File: config.mk
export PLATFORM = sky130hd
export DESIGN_NAME = seq_detect_mealy
export DESIGN_NICKNAME = d
export VERILOG_FILES = /design/src/rtl/seq_detect_pkg.sv /design/src/rtl/sat_counter.sv /design/src/rtl/seq_detect_mealy.sv
export SDC_FILE = /design/constraint.sdc
export NUM_CORES = 1
export LEC_CHECK = 0
export CORE_MARGIN = 5
export CORE_UTILIZATION = 43
export CTS_CLUSTER_SIZE = 8
export DETAILED_ROUTE_END_ITERATION = 10
export PLACE_DENSITY = 0.71
export SYNTH_ARGS = -nofsm -noshare
export SYNTH_HDL_FRONTEND = slang
export SYNTH_SLANG_ARGS = --single-unit
File: constraint.sdc
create_clock -name clk -period 1.99 [get_ports clk]
set_clock_uncertainty 0.1 [all_clocks]
set_input_delay 0.597 -clock clk [delete_from_list [all_inputs] [get_ports clk]]
set_output_delay 0.597 -clock clk [all_outputs]
set_load 0.02 [all_outputs]
File: src/rtl/seq_detect_pkg.sv
// seq_detect_pkg: shared limits and defaults for the serial sequence detector
package seq_detect_pkg;
    localparam int PAT_LEN_MIN   = 2;
    localparam int PAT_LEN_MAX   = 16;
    localparam int DEFAULT_CNT_W = 8;
endpackage

File: src/rtl/sat_counter.sv
// sat_counter: saturating event counter with clear taking priority over increment
module sat_counter #(
    parameter int W = 8
) (
    input  logic         clk,
    input  logic         reset,
    input  logic         inc,
    input  logic         clr,
    output logic [W-1:0] q
);
    logic [W-1:0] q_q, q_d;
    // next count: clear wins, otherwise increment until all ones and stick there
    always_comb begin
        q_d = clr ? '0 : (inc && q_q != '1) ? q_q + 1'b1 : q_q;
    end
    // count register
    always_ff @(posedge clk) begin
        if (reset) q_q <= '0;
        else       q_q <= q_d;
    end
    assign q = q_q;
endmodule

File: src/rtl/seq_detect_mealy.sv
// seq_detect_mealy: loadable-pattern serial Mealy detector with overlap mode and hit counter
module seq_detect_mealy
    import seq_detect_pkg::*;
#(
    parameter int                 PAT_LEN   = 4,
    parameter int                 CNT_W     = DEFAULT_CNT_W,
    parameter logic [PAT_LEN-1:0] RESET_PAT = PAT_LEN'(4'b1011)
) (
    input  logic               clk,
    input  logic               reset,
    input  logic               x,
    input  logic               x_valid,
    input  logic [PAT_LEN-1:0] pat_in,
    input  logic               pat_load,
    input  logic               overlap,
    input  logic               cnt_clr,
    output logic               z,
    output logic [CNT_W-1:0]   hit_count
);
    localparam int              FW       = $clog2(PAT_LEN);
    localparam logic [FW-1:0]   FILL_MAX = FW'(PAT_LEN - 1);

    if (PAT_LEN < PAT_LEN_MIN || PAT_LEN > PAT_LEN_MAX) begin : g_bad_pat_len
        $error("seq_detect_mealy: PAT_LEN out of range");
    end

    logic [PAT_LEN-1:0] pat_q, pat_d, win;
    logic [PAT_LEN-2:0] hist_q, hist_d;
    logic [FW-1:0]      fill_q, fill_d;
    logic               match;

    // window = history plus current bit; a load or a non-overlapping hit flushes history
    always_comb begin
        win    = {hist_q, x};
        match  = x_valid & ~pat_load & (fill_q == FILL_MAX) & (win == pat_q);
        pat_d  = pat_load ? pat_in : pat_q;
        hist_d = hist_q;
        fill_d = fill_q;
        if (pat_load || (match && !overlap)) begin
            hist_d = '0;
            fill_d = '0;
        end else if (x_valid) begin
            hist_d = win[PAT_LEN-2:0];
            fill_d = (fill_q == FILL_MAX) ? fill_q : fill_q + 1'b1;
        end
    end

    // pattern, history and fill registers
    always_ff @(posedge clk) begin
        if (reset) begin
            pat_q  <= RESET_PAT;
            hist_q <= '0;
            fill_q <= '0;
        end else begin
            pat_q  <= pat_d;
            hist_q <= hist_d;
            fill_q <= fill_d;
        end
    end

    assign z = match & ~reset;

    sat_counter #(.W(CNT_W)) u_hits (
        .clk   (clk),
        .reset (reset),
        .inc   (match),
        .clr   (cnt_clr),
        .q     (hit_count)
    );
endmodule

Word level (Yosys, flattened, before mapping)

Index checks and enable logic that the tools add are counted.

Flip-flop bits (word level): 17
Input bits: 11
Output and inout port bits: 9
Logic and storage cells: 23

$add $sub $neg: 2
Equal/unequal tests: 3
Bitwise logic cells: 7
Reduce and logical (&&, ||, !) cells: 7

Operators with widths:

| kind                | number |
|---|---|
| $add 8x1->8 const B | 1 |
| $ne 8x8->1 const B  | 1 |
| $and 1x1->1         | 4 |
| $eq 4x4->1          | 1 |
| $reduce_or 2->1     | 2 |
| $not 1->1           | 3 |
| $add 2x1->2 const B | 1 |
| $eq 2x2->1 const B  | 1 |
| $logic_and 1x1->1   | 2 |
| $reduce_and 2->1    | 1 |
| $logic_not 1->1     | 1 |
| $logic_or 1x1->1    | 1 |

Depth between registers and ports, before layout

Gate-level depths: netlist of the first run.

Word-level depth: 7
Gate-level depth with buffers: 6
Depth with buffers taken out: 6

Modules after synthesis

Synthesis of the first run repeated with hierarchy kept, for this count alone.

Cell total of the unflattened synthesis: 89
Area, all modules: 890.9 um^2

Modules (own cells, without submodules):

| module           | times used | cells an instance | area an instance (um^2) | sequential area each (um^2) |
|---|---|---|---|---|
| seq_detect_mealy | 1          | 42                | 455.4                   | 180.2 |
| sat_counter      | 1          | 47                | 435.4                   | 160.2 |

Least setup slack after synthesis of the first run

OpenSTA, ideal clock, no wires.

Kind: input -> output
From: input pat_load
To: output z
Arrival: 1.561 ns
Required time: 1.293 ns
Slack: -0.268 ns
Cell stages on the path: 4
Path buffers: 1
Cell sequence: buf_2 nand4b_4 or2_2 nor2_1

Word-level cells in the longest chain between the ends: 5

Ends and longest elaborated chain:

| item                      | RTL line               | text |
|---|---|---|
| start, declared           | seq_detect_mealy.sv:14 | `input logic pat_load,` |
| $not 1->1                 | seq_detect_mealy.sv:35 | `match = x_valid & ~pat_load & (fill_q == FILL_MAX) & (win == pat_q);` |
| $and 1x1->1 (3 in series) | seq_detect_mealy.sv:35 |  |
| $and 1x1->1               | seq_detect_mealy.sv:61 | `assign z = match & ~reset;` |
| end, declared             | seq_detect_mealy.sv:17 | `output logic z,` |

No other way between the ends.

Final worst setup path of the first run

From: input x
To: output z

Word-level cells in the longest chain between the ends: 3

Ends and longest elaborated chain:

| item            | RTL line               | text |
|---|---|---|
| start, declared | seq_detect_mealy.sv:11 | `input logic x,` |
| $eq 4x4->1      | seq_detect_mealy.sv:35 |  |
| $and 1x1->1     | seq_detect_mealy.sv:35 |  |
| $and 1x1->1     | seq_detect_mealy.sv:61 |  |

No other way between the ends.

==> impl_metrics.env, run 1 <==
export IMPL_status="finished, violations left"
export IMPL_violations="negative setup slack"
export IMPL_die_area_um2=2933
export IMPL_syn_instance_count=85
export IMPL_crit_family="simple AND/OR/NAND/NOR gates"
export IMPL_cts_tree="yes"
export IMPL_relSlewSlack_pct=74.61
export IMPL_hold_viol_final=0
export IMPL_criticalPathCategory="primary input to output pin"
export IMPL_detail_route_antenna_nets=0
export IMPL_avgSynthCellArea_um2=9.862
export IMPL_hp_class="flop to flop"
export IMPL_cp_slowest_stage_delay_ns=0.27
export IMPL_fmax_mhz=475.7
export IMPL_synth_top_area_share_pct=40.60
export IMPL_portBuffers=19
export IMPL_grt_overflow_total=0
export IMPL_dr_pass1_iters=3
export IMPL_nets=134
export IMPL_tightest_slew_ns=0.3795
export IMPL_cts_buffers=3
export IMPL_setup_slack_ns=-0.1122
export IMPL_worst_ep_required_time_ns=1.29
export IMPL_regArea_um2=345.3
export IMPL_die_h_um=54.16
export IMPL_grt_pass1_vias=729
export IMPL_first_iter_violations=12
export IMPL_synthesis_nets=98
export IMPL_ctsHoldBuffers=0
export IMPL_synth_compound_area_share_pct=9.104
export IMPL_setup_viol=1
export IMPL_clk_insertion_delay_late_ns=0.29
export IMPL_ys_ff_latch=17
export IMPL_cap_violations=0
export IMPL_critPathCaptureType="output pin"
export IMPL_rows=16
export IMPL_track_usage_pct=15.49
export IMPL_yosysUniqueCellTypes=26
export IMPL_syn_area_um2=838.3
export IMPL_core_area_um2=1902
export IMPL_synth_top_family_by_area="simple AND/OR/NAND/NOR gates"
export IMPL_cts_max_level=1
export IMPL_yosys_top_cells_area="dfxtp_1 41%, xnor2_1 7.3%, mux2i_1 7.2%"
export IMPL_cts_buffer_depth=2
export IMPL_worst_path_max_delay_cell="or2_4"
export IMPL_wire_per_inst_um=12.60
export IMPL_gp_congestion=0.7897
export IMPL_dpl_hpwl_mm=1.345
export IMPL_synth_xor_area_share_pct=11.19
export IMPL_cp_num_buf_inv=2
export IMPL_area_delta_synth_final_pct=45.52
export IMPL_dr_total_vias=733
export IMPL_grt_pass1_wl_mm=3.222
export IMPL_final_util_pct=64.14
export IMPL_seq_area_frac_synth_pct=40.60
export IMPL_crit_fanout=2
export IMPL_p_leak_nw=0.5370
export IMPL_worstPathArrival_ns=1.41
export IMPL_drive_above_1_share_pct=32.50
export IMPL_slew_violations=0
export IMPL_yosysTopAreaCell="dfxtp_1"
export IMPL_rsz0062_at_grt="true"
export IMPL_nFillCells=162
export IMPL_die_w_um=54.16
export IMPL_yosys_warnings=0
export IMPL_clock_sinks=17
export IMPL_p_per_area_nw_per_um2=513.0
export IMPL_num_antenna_cells=0
export IMPL_start_kind="primary input"
export IMPL_cts_clk_slew_worst_paths_ns=0.09
export IMPL_synth_mux_area_fraction_pct=7.164
export IMPL_start_util_pct=44.08
export IMPL_io_pins=20
export IMPL_grt_max_degree=10
export IMPL_antenna_found_initial=0
export IMPL_min_period_ns=2.102
export IMPL_multi_input_area_um2=514.2
export IMPL_path_cells="buf_2, xnor2_2, nand3_2, or2_4, nor2_4, buf_6"
export IMPL_synth_simple_area_share_pct=26.42
export IMPL_root_buffer="clkbuf_4"
export IMPL_synth_fa_ha_area_share_pct=2.985
export IMPL_drt_wl_total_mm=1.852
export IMPL_setup_tns_ns=-0.1122
export IMPL_vdd_drop_max_uv=335.3
export IMPL_drc=0
export IMPL_fin_crit_sh_pct=105.6
export IMPL_viasPerCell=4.986
==> metrics by stage <==
stage | total power, mW | worst slack, ns | hold slack [ns] | instances | cell area, µm²
after floorplan | 0.4025 | -0.06969 | 0.3646 | 85 | 860.8
after global placement | 0.4361 | -0.9815 | 0.3789 | 140 | 1149
after detailed placement | 0.4373 | -1.005 | 0.3953 | 140 | 1149
after CTS | 0.6261 | -0.1208 | 0.4036 | 148 | 1202
after global routing | 0.6513 | -0.1749 | 0.4606 | 147 | 1220
final | 0.6259 | -0.1122 | 0.4299 | 147 | 1220
==> cell usage in the layout (no fill, tap or decap), types with 2 or more instances in the layout <==
cell type,instances
dlymetal6s2s_1,2
a211o_1,3
mux2i_1,6
xnor2_2,4
nand3_1,3
and3_1,2
clkbuf_4,3
nand4_1,3
dfxtp_1,13
inv_1,2
dfxtp_2,4
a31o_2,2
buf_2,2
xnor2_1,5
clkdlybuf4s50_1,8
nor2_1,14
dlygate4sd2_1,5
nor2b_1,5
buf_4,15
a21oi_1,3
==> layout make-up <==
class                           instances  share of cell area [%]
Sequential cell                        17                   28.31
Timing Repair Buffer                   34                   24.00
Clock buffer                            4                   2.154
Tap cell                               27                   2.769
Inverter                                2                  0.6154
Multi-Input combinational cell         63                   42.15
==> tightest hold or removal path, cell delays in order, from the launching register on <==
cell	delay [ns]
dfxtp_2	0.36
mux2i_1	0.07
nor2_1	0.07
==> repair_timing <==
action                                  in CTS  in global routing
pin swaps                                    8                  3
endpoints found under the setup margin      10                 10
buffers inserted                             4                  0
gates resized for setup                     25                  6
==> power by group <==
part | switching, mW | internal, mW | total [mW]
combinational | 0.0335 | 0.0499 | 0.0835
clock | 0.108 | 0.0780 | 0.186
sequential | 0.00788 | 0.349 | 0.356
==> final timing paths <==
| path | from | endpoint | slack, ns | cells after the start |
|---|---|---|---|---|
| setup / recovery | x | z | -0.11 | 6 |
| hold / removal | fill_q[1] | fill_q[1] | 0.43 | 2 |
| setup reg to reg | pat_q[2] | u_hits.q[7] | 0.12 | 9 |
| hold reg to reg | fill_q[1] | fill_q[1] | 0.43 | 2 |
==> cell usage after synthesis <==
cell and n:
nand4_1 3, mux2i_1 6, nand3_1 3, and3_1 2
inv_1 2, buf_2 1, nand3_2 1, clkbuf_2 1
a211o_1 3, nand4b_4 1, a21oi_1 3, or2_2 2
ha_1 2, buf_1 1, xnor2_1 7, o21ai_2 1
xnor2_2 2, nor4b_1 1, a311oi_1 1, nor2b_1 5
a31o_2 2, nor4_4 1, dfxtp_1 17, nor3_1 1
nor4_1 1, nor2_1 15
==> routing by layer <==
layer	wire (µm)	vias to the layer above	global-route usage [%]
met2	923	17	26.10
met4	42	0	8.714
li1	-	369	-
met3	85	5	3.047
met5	0	-	0
met1	801	342	18.06
==> state kept, by name (all words and copies together), names as in the netlist <==
signal	flops
u_hits.q	8
pat_q	4
hist_q	3
fill_q	2
==> cells by family (layout without fill, tap and decap cells) <==
logic type,Yosys count,count (layout)
buf+inv,5,40
mux,6,6
xor+xnor,9,9
simple gates,36,36
compound gates,10,10
fa+ha+maj,2,2
flops,17,17
No activity file was read; power rests on OpenSTA's default activity.
==> run 2, diff against run 1 <==
--- a/config.mk
+++ b/config.mk
@@ -6,10 +6,12 @@
 export NUM_CORES = 1
 export LEC_CHECK = 0
 export CORE_MARGIN = 5
-export CORE_UTILIZATION = 43
+export CORE_UTILIZATION = 53
 export CTS_CLUSTER_SIZE = 8
 export DETAILED_ROUTE_END_ITERATION = 10
-export PLACE_DENSITY = 0.71
+export DONT_BUFFER_PORTS = 1
+export GPL_TIMING_DRIVEN = 0
+export PLACE_DENSITY = 0.69
 export SYNTH_ARGS = -nofsm -noshare
 export SYNTH_HDL_FRONTEND = slang
 export SYNTH_SLANG_ARGS = --single-unit
==> run 2 against run 1 <==
Net effect:
- the run still ends with negative setup slack left
- worst hold slack worse by 0.16 ns
- die area down 16%
- non-clock buffer count fell by 28
- critical path type is now flop to output pin
- largest power group unchanged
==> impl_metrics.env, run 2 (synthesized netlist as in run 1, its figures left out) <==
export IMPL_p_leak_nw=0.3437
export IMPL_r2r_start="u_hits.q[1]"
export IMPL_clk_insertion_delay_late_ns=0.29
export IMPL_start_kind="flop"
export IMPL_setup_slack_ns=-0.06202
export IMPL_detail_route_antenna_nets=0
export IMPL_setup_viol=1
export IMPL_rsz0062_at_grt="true"
export IMPL_track_usage_pct=13.54
export IMPL_dr_pass1_iters=4
export IMPL_cts_buffers=3
export IMPL_final_cells=108
export IMPL_area_delta_synth_final_pct=11.79
export IMPL_gp_congestion=0.7304
export IMPL_largest_reg_flops=8
export IMPL_num_antenna_cells=0
export IMPL_dpl_hpwl_mm=1.083
export IMPL_vdd_drop_max_uv=396.7
export IMPL_root_buffer="clkbuf_4"
export IMPL_worst_ep_required_time_ns=1.29
export IMPL_rows=14
export IMPL_antenna_found_initial=0
export IMPL_criticalPathCategory="flop to output pin"
export IMPL_relSlewSlack_pct=73.37
export IMPL_stdcell_area_um2=937.1
export IMPL_die_w_um=49.77
export IMPL_hold_path_end="pat_q[2]"
export IMPL_worstPathArrival_ns=1.36
export IMPL_min_path_cells=1
export IMPL_die_area_um2=2477
export IMPL_clock_sinks=17
export IMPL_status="finished, violations left"
export IMPL_drive_above_1_share_pct=26.09
export IMPL_nFillCells=141
export IMPL_holdWs_ns=0.2698
export IMPL_reg2reg_to="u_hits.q[7]"
export IMPL_io_pins=20
export IMPL_fin_crit_sh_pct=103.1
export IMPL_numPlacedInstances=101
export IMPL_cts_clk_slew_worst_paths_ns=0.10
export IMPL_hold_viol_final=0
export IMPL_cap_violations=0
export IMPL_p_per_area_nw_per_um2=625.7
export IMPL_cts_max_level=1
export IMPL_dr_total_vias=610
export IMPL_hp_class="primary input to flop"
export IMPL_slew_violations=0
export IMPL_violations="negative setup slack"
export IMPL_min_from="reset"
export IMPL_cts_buffer_depth=2
export IMPL_grt_max_degree=11
export IMPL_first_iter_violations=7
export IMPL_post_place_ws_ns=-0.1240
export IMPL_critPathCaptureType="output pin"
export IMPL_drt_wl_total_mm=1.456
export IMPL_drc=0
export IMPL_final_cell_mix="14 x nor2_1, 14 x dfxtp_1, 7 x xnor2_1"
export IMPL_wire_per_inst_um=13.48
export IMPL_regToRegSetupSlack_ns=0.12
export IMPL_post_dp_cell_area_um2=880.8
export IMPL_grt_pass1_wl_mm=2.656
export IMPL_fmax_mhz=487.3
export IMPL_grt_overflow_total=0
export IMPL_die_h_um=49.77
export IMPL_cts_tree="yes"
export IMPL_start_util_pct=55.65
export IMPL_crit_fanout=3
export IMPL_portBuffers=0
export IMPL_reg2regPathDepth=6
export IMPL_min_period_ns=2.052
export IMPL_viasPerCell=5.648
export IMPL_tightest_slew_ns=0.3989
export IMPL_nets=106
export IMPL_grt_pass1_vias=583
export IMPL_core_area_um2=1506
## run 2: changes by cell type in the layout (fill, tap and decap cells not counted), sizes merged
cell	before	now
clkdlybuf4s50	8	0
clkdlybuf4s15	1	0
dlymetal6s2s	2	0
dlygate4sd2	5	0
clkinv	0	1
buf	18	5
## run 2: worst max-delay path, cell delays in order, from the launching register on
cell     delay (ns)
dfxtp_1        0.35
xnor2_1        0.20
nand3_2        0.10
or2_4          0.27
nor2_4         0.15
## run 2: worst max-delay path by stage
stage | start | endpoint | slack [ns] | cells after the start
floorplan | pat_load | z | -0.07 | 4
global placement | pat_load | z | -0.12 | 4
detailed placement | x_valid | z | -0.12 | 4
CTS | pat_q[3] | z | -0.09 | 4
global route | pat_q[3] | z | -0.15 | 4
finish | hist_q[0] | z | -0.06 | 4
## run 2: through the flow
step	TNS, ns	utilization, %	total power, mW
after floorplan	-0.06969	-	0.4025
after global placement	-0.1154	58.47	0.4076
after detailed placement	-0.1240	58.47	0.4089
after CTS	-0.09028	62.21	0.6010
after global routing	-0.1535	62.21	0.6262
final	-0.06202	62.21	0.5864
## run 2: layer usage
layer | wire length (µm) | track usage [%] | vias up
met3 | 92 | 4.217 | 0
met1 | 702 | 18.27 | 282
met4 | 0 | 6.550 | 0
li1 | - | - | 313
met5 | 0 | 0 | -
met2 | 661 | 19.28 | 15
## run 2: power breakdown
group	leakage [nW]	total, mW	switching (mW)	internal [mW]
Combinational	0.187	0.0498	0.0226	0.0272
Clock	0.0177	0.183	0.108	0.0747
Sequential	0.139	0.354	0.00572	0.348
Total	0.344	0.586	0.136	0.450
## run 2: repair_timing
action,4_1_cts,5_1_grt
resized for setup,4,0
pin swaps,5,0
hold buffers,0,0
endpoints found under the setup margin,1,1
setup buffers,3,0
## run 2: final cells by class
class                   instances  area [µm²]  area share (%)
well taps                      16       20.02           2.136
clock buffers                   3       22.52           2.403
clock inverters                 1       5.005          0.5340
multi-input cells              63       489.2           52.20
inverters                       2       7.507          0.8011
flip-flops and latches         17       344.1           36.72
repair buffers                  3       22.52           2.403
plain buffers                   3       26.28           2.804
